===== config.mk =====
export PLATFORM = sky130hd
export DESIGN_NAME = lut_share_arbiter
export DESIGN_NICKNAME = d
export VERILOG_FILES = /design/src/rtl/lut_share_arbiter.sv
export SDC_FILE = /design/constraint.sdc
export NUM_CORES = 1
export LEC_CHECK = 0
export CAP_MARGIN = 20
export CORE_ASPECT_RATIO = 1.1
export CORE_UTILIZATION = 44
export DETAILED_ROUTE_END_ITERATION = 12
export GPL_ROUTABILITY_DRIVEN = 0
export PLACE_DENSITY_LB_ADDON = 0.2
export SKIP_CTS_REPAIR_TIMING = 1
export SYNTH_ARGS = -nofsm -noshare
export SYNTH_HDL_FRONTEND = slang
export SYNTH_SLANG_ARGS = --single-unit

===== constraint.sdc =====
create_clock -name CLK -period 1.8 [get_ports CLK]
set_input_delay 0.27 -clock CLK [delete_from_list [all_inputs] [get_ports CLK]]
set_output_delay 0.27 -clock CLK [all_outputs]
set_load 0.01 [all_outputs]

===== src/rtl/lut_share_arbiter.sv =====
// Two-requester round-robin arbiter in front of one fixed-latency TIE lookup table.
// In-flight requests carry a one-bit requester id down a tag pipeline, which routes each returned word.

module lut_share_port #(
    parameter int DW = 32
) (
    input  logic          clk,
    input  logic          reset,
    input  logic          ret,
    input  logic          acc,
    input  logic [DW-1:0] data,
    output logic [DW-1:0] rdata,
    output logic          vld,
    output logic [15:0]   cnt
);
    localparam logic [DW-1:0] RST_WORD = DW'(32'hDEADBEEF);

    always_ff @(posedge clk) begin
        if (reset) begin
            rdata <= RST_WORD;
            vld   <= 1'b0;
            cnt   <= '0;
        end else begin
            vld <= ret;
            if (ret)
                rdata <= data;
            // Saturate rather than wrap so long runs never read back as few grants.
            if (acc && cnt != 16'hFFFF)
                cnt <= cnt + 16'd1;
        end
    end
endmodule

module lut_share_arbiter #(
    parameter int LAT = 1,  // table read latency, 1..4
    parameter int AW  = 8,
    parameter int DW  = 32
) (
    input  logic          CLK,
    input  logic          Reset,
    input  logic [AW-1:0] TIE_lut0_Out,
    input  logic          TIE_lut0_Out_Req,
    output logic [DW-1:0] TIE_lut0_In,
    output logic          TIE_lut0_Rdy,
    output logic          TIE_lut0_Vld,
    input  logic [AW-1:0] TIE_lut1_Out,
    input  logic          TIE_lut1_Out_Req,
    output logic [DW-1:0] TIE_lut1_In,
    output logic          TIE_lut1_Rdy,
    output logic          TIE_lut1_Vld,
    output logic [AW-1:0] LUT_Addr,
    output logic          LUT_Req,
    input  logic [DW-1:0] LUT_Data,
    input  logic          LUT_Rdy,
    output logic [15:0]   Grant0_Cnt,
    output logic [15:0]   Grant1_Cnt
);
    logic                 rr;
    logic [1:0]           req, rdy, acc, ret;
    logic [1:0][AW-1:0]   addr;
    logic [LAT-1:0]       vld_pipe;
    logic [LAT-1:0]       id_pipe;
    logic [1:0][DW-1:0]   rdata;
    logic [1:0]           vld;
    logic [1:0][15:0]     cnt;

    assign req  = {TIE_lut1_Out_Req, TIE_lut0_Out_Req};
    assign addr = {TIE_lut1_Out, TIE_lut0_Out};

    // Ready ignores the port's own request, so only the peer's request can block it.
    assign rdy[0] = LUT_Rdy & ~Reset & (~req[1] | ~rr);
    assign rdy[1] = LUT_Rdy & ~Reset & (~req[0] |  rr);
    assign acc    = req & rdy;

    assign TIE_lut0_Rdy = rdy[0];
    assign TIE_lut1_Rdy = rdy[1];
    assign LUT_Req      = |acc;

    always_comb begin
        LUT_Addr = '0;
        if (acc[0])
            LUT_Addr = addr[0];
        else if (acc[1])
            LUT_Addr = addr[1];
    end

    always_ff @(posedge CLK) begin
        if (Reset)
            rr <= 1'b0;
        else if (acc[0])
            rr <= 1'b1;
        else if (acc[1])
            rr <= 1'b0;
    end

    // Tag pipeline: the last stage lines up with the table's data beat.
    always_ff @(posedge CLK) begin
        if (Reset) begin
            vld_pipe <= '0;
            id_pipe  <= '0;
        end else begin
            vld_pipe[0] <= LUT_Req;
            id_pipe[0]  <= acc[1];
            for (int s = 1; s < LAT; s++) begin
                vld_pipe[s] <= vld_pipe[s-1];
                id_pipe[s]  <= id_pipe[s-1];
            end
        end
    end

    for (genvar i = 0; i < 2; i++) begin : g_port
        assign ret[i] = vld_pipe[LAT-1] & (id_pipe[LAT-1] == 1'(i));

        lut_share_port #(.DW(DW)) u_port (
            .clk   (CLK),
            .reset (Reset),
            .ret   (ret[i]),
            .acc   (acc[i]),
            .data  (LUT_Data),
            .rdata (rdata[i]),
            .vld   (vld[i]),
            .cnt   (cnt[i])
        );
    end

    assign TIE_lut0_In  = rdata[0];
    assign TIE_lut1_In  = rdata[1];
    assign TIE_lut0_Vld = vld[0];
    assign TIE_lut1_Vld = vld[1];
    assign Grant0_Cnt   = cnt[0];
    assign Grant1_Cnt   = cnt[1];
endmodule


Word level (Yosys, flattened, before mapping)
Index checks and enable logic that the tools add are counted.
Cells by class
  eq/ne operators: 2
  mux-type cells: 4
  bitwise operators: 13
  reduce and logical (&&, ||, !) cells: 4
  $add $sub $neg: 2
Operators with widths (count)
  $add A16 B1 Y16 const B: 2
  $ne A16 B16 Y1 const B: 2
  $mux W8: 2
  $and A1 B1 Y1: 5
  $not A1 Y1: 5
  $and A2 B2 Y2: 1
  $logic_and A1 B1 Y1: 2
  $mux W1: 2
  $or A1 B1 Y1: 2
  $reduce_bool A2 Y1: 1
  $reduce_or A2 Y1: 1
Word-level totals
  output and inout bits: 109
  register bits: 101

Depth between registers and ports, before layout
  word-level depth: 6
  mapped depth: 6
  depth with buffers taken out: 6

By module
From an unflattened synthesis, not the netlist that was laid out.
Second synthesis, totals
  cell total of the unflattened synthesis: 431
  area total of the unflattened synthesis: 4374.2 sq um
Modules (own cells, without submodules)
  lut_share_port: instances 2, area an instance 2060.7 sq um, cells each 202
  lut_share_arbiter: instances 1, area an instance 252.7 sq um, cells each 27

Least setup slack after synthesis
OpenSTA, ideal clock, no wires.
  path type: flip-flop to flip-flop
  start: reg g_port[0].u_port.cnt[0]
  end: reg g_port[0].u_port.cnt[13]
  stages on the path, launching flop included: 7
  period minus slack after synthesis: 1572 ps
  arrival: 1444 ps
  path slack: 228 ps
  cell sequence: dfxtp_1 -> ha_1 -> and3_1 -> nor4b_4 -> nor4_1 -> xnor2_1 -> nor2_1
On the way
  cells in the longest elaborated chain, start to end: 2
  elaborated cells between the ends (all ways): 3
  those cells by class: add/sub: 1; eq/ne: 1; reduce/logical: 1
Ends and longest elaborated chain
  start, declared: RTL line 14  | output logic [15:0] cnt
  start signal, assigned: RTL line 29  | cnt <= cnt + 16'd1;
  parallel branches: the longest is 2 deep, another holds $add A16 B1 Y16
Several ways; the timed one is not identified.
A chain may end at the register's enable or synchronous reset.

Worst setup path in the final report
  start: reg g_port[0].u_port.cnt[1]
  end: reg g_port[0].u_port.cnt[11]
The elaborated chain is that of the path after synthesis.

==> metrics.csv <==
stage,metric,value,unit
synthesis,Synth cell types,36,
worst_setup_path,FF-to-FF End,g_port[0].u_port.cnt[11]$_SDFFE_PP0P_,
placed_design,number of port buffers,161,
worst_setup_path,CP required,2.03,ns
route,Avg WL per Cell,14.59,µm
worst_setup_path,Setup crit end,g_port[0].u_port.cnt[11]$_SDFFE_PP0P_,
synthesis,"count leader, synth",nand2_1,
clocking,TritonCTS clock tree,yes,
global_route,M1 GR Usage,27.69,%
synthesis,Mapped Cells,494,
worst_setup_path,critical path endpoint category,flop,
status,failing checks,negative setup slack,
worst_setup_path,Crit Path Category,flop to flop,
worst_setup_path,crit path DAT,2.06,ns
placed_design,placed cell area,6045,µm²
synthesis,prevailing post-synth register cell,dfxtp_1,
global_route,met3 Resource Use GR,5.190,%
route,total number of vias,4135,
die,num ports,162,
power_and_ir_drop,leakage,2.596,nW
global_route,initial antenna violation count,0,
timing,fmax,0.5469,GHz
global_route,grt total ovfl,0,
timing,period utilisation layout,101.6,%
worst_setup_path,worst setup path start,g_port[0].u_port.cnt[1]$_SDFFE_PP0P_,
die,Die Span Y,103.9,µm
timing,endpoints failing setup,4,
clocking,Root Buffer Master,clkbuf_8,
synthesis,Syn Area/Cell,8.414,µm²
worst_setup_path,r2r startpoint,g_port[0].u_port.cnt[1]$_SDFFE_PP0P_,
global_route,first-pass GRT wire length,18220,µm
timing,measured slew at the worst slew-check pin,0.8746,ns
synthesis,Post-Syn Area,4156,µm²
die,Cell Rows,36,
route,WL final,11650,µm
run,Max Cap Viol,0,
clocking,CTS Buf Count,9,
timing,Final TNS setup,-0.07533,ns
route,Detail Route Antenna Nets,0,
finish,n_diodes,0,
power_and_ir_drop,maximum vdd drop,0.4640,mV
timing,min Tclk post-route,1.829,ns
synthesis,ys async rst share,0,%
worst_setup_path,Startpoint Class,flop,
die,initial core utilization,46.14,%
synthesis,ranking of synthesized cells by area,"dfxtp_1 49%, nand2_1 13%, nand3b_1 8.7%, xnor2_1 5.5%, nor2_1 3.3%",
timing,count of pins over their slew limit,0,
route,DR DRC count,0,
route,initial DRC count,91,
die,full die area,9840,µm²
power_and_ir_drop,power per cell area,694.7,nW/µm²
global_route,vias in the first global route,3935,
synthesis,#FFs+latches synth,101,
global_route,GR Layer Usage met2,40.18,%
clocking,CTS H-tree depth,3,
power_and_ir_drop,total power,0.004409,W
global_route,global routing's busiest layer,met2,
clocking,Clock Path Buffers,2,
synthesis,top post-synthesis cells by count,"144 x nand2_1, 101 x dfxtp_1, 48 x nand3b_1",
finish,layout cells sized above 1,12.13,%
hold_path,Hold Crit Class,flop to flop,
finish,area grow syn2layout,52.71,%
clocking,Num Clock Sinks,101,
die,chip width,94.67,µm
placed_design,DP Wirelength,7661,µm
synthesis,Post-synth EDFFs,0,
synthesis,Yosys top cell area share,48.65,%
finish,fin nets,734,
timing,RSZ-0062 raised after global routing,true,
global_route,largest net degree at the start of global routing,101,
clocking,"CTS clk-pin slew, worst paths",0.09,ns
synthesis,sequential share of the synthesized area,48.65,%
synthesis,post-synth top area cell,dfxtp_1,
route,Avg Vias per Cell,5.182,
timing,relative slew slack,41.70,%
route,first-pass detailed-route iteration total,4,
synthesis,synth warn,0,
status,outcome,"complete, but fails checks",
timing,final hold violations,0,
timing,final worst clock skew,0.01126,ns
worst_setup_path,Worst Path Max Fanout,7,
global_route,Total GRT Usage,23.37,%
clocking,Worst-Skew Late Latency,0.37,ns
worst_setup_path,R2R depth,7,
finish,design area,6347,µm²
synthesis,Mapped Nets,549,
timing,final setup margin,-0.02862,ns
die,core area,9009,µm²
worst_setup_path,r2r setup slk,-0.03,ns
-- flip-flops by register name, summed over array words and instances, names as in the netlist --
signal,flops
g_port.u_port.rdata,64
g_port.u_port.cnt,32
g_port.u_port.vld,2
id_pipe,1
rr,1
vld_pipe,1
-- stage by stage --
stage | setup slack (ns) | util, % | hold slack, ns | std cells
6_report | -0.02862 | 70.46 | 0.4577 | 798
3_5_place_dp | -0.3868 | 67.10 | 0.4484 | 773
3_3_place_gp | -0.3552 | 67.10 | 0.4408 | 773
2_1_floorplan | 0.2280 | - | 0.3908 | 494
4_1_cts | -0.3959 | 69.40 | 0.4538 | 789
5_1_grt | -0.07421 | 70.46 | 0.4788 | 798
-- per-layer routing --
| metal | wire (µm) | up-vias |
|---|---|---|
| li1 | - | 2021 |
| met1 | 4820 | 1961 |
| met2 | 5811 | 137 |
| met3 | 811 | 16 |
| met4 | 201 | 0 |
| met5 | 0 | - |
-- cell families (layout without fill, tap and decap cells) --
logic type               after synthesis  in the layout  synth area share [%]
flip-flops                           101            101                 48.65
multiplexers                           1              1                0.2408
adder cells (fa/ha/maj)                2              2                0.6020
XOR/XNOR                              26             26                 5.479
AND/OR/NAND/NOR                      296            296                 36.79
AO/OA/AOI/OAI                         35             35                 5.208
buffers and inverters                 33            223                 3.040
-- report_power, final --
group | switching [W] | internal, W | leakage, nW | total, W
Clock | 0.000760 | 0.000783 | 0.101 | 0.00154
Sequential | 0.0000318 | 0.00230 | 0.822 | 0.00233
Combinational | 0.000235 | 0.000304 | 1.67 | 0.000539
-- how the worst min path moves through the flow --
stage | depth (start not counted) | endpoint | start | slack, ns
after floorplan | 2 | g_port[0].u_port.rdata[0]$_SDFFE_PP1P_ | LUT_Data[0] | 0.39
after global placement | 2 | g_port[1].u_port.rdata[8]$_SDFFE_PP0P_ | g_port[1].u_port.rdata[8]$_SDFFE_PP0P_ | 0.44
after detailed placement | 2 | g_port[1].u_port.rdata[8]$_SDFFE_PP0P_ | g_port[1].u_port.rdata[8]$_SDFFE_PP0P_ | 0.45
after CTS | 3 | g_port[0].u_port.rdata[20]$_SDFFE_PP0P_ | LUT_Data[20] | 0.45
after global routing | 3 | g_port[1].u_port.rdata[4]$_SDFFE_PP0P_ | LUT_Data[4] | 0.48
final | 2 | g_port[1].u_port.rdata[8]$_SDFFE_PP0P_ | g_port[1].u_port.rdata[8]$_SDFFE_PP0P_ | 0.46
-- cells in the final DEF, fill, tap and decap left out, types with 21 or more instances in the layout --
cell type / instances
a21oi_1: 21
buf_4: 39
clkdlybuf4s50_1: 147
dfxtp_1: 98
nand2_1: 144
nand3b_1: 48
nor2_1: 36
xnor2_1: 26
-- final cells by class --
cell class / instances / area (µm²)
clock buffer: 12 / 135.1
clock inverter: 4 / 72.57
tap: 114 / 142.6
timing repair buffer: 202 / 1902
sequential: 101 / 2026
multi-input combinational: 360 / 2043
fill: 734 / 2661
timing repair inverter: 1 / 7.507
inverter: 4 / 18.77
-- worst max-delay path, stage by stage (launching register included) --
cell	delay [ns]
dfxtp_1	0.35
ha_1	0.20
and3_1	0.23
nor4b_4	0.15
buf_4	0.17
nor4_1	0.38
xnor2_1	0.17
nor2_1	0.05
Note: power is estimated with default switching activity, not from simulation.
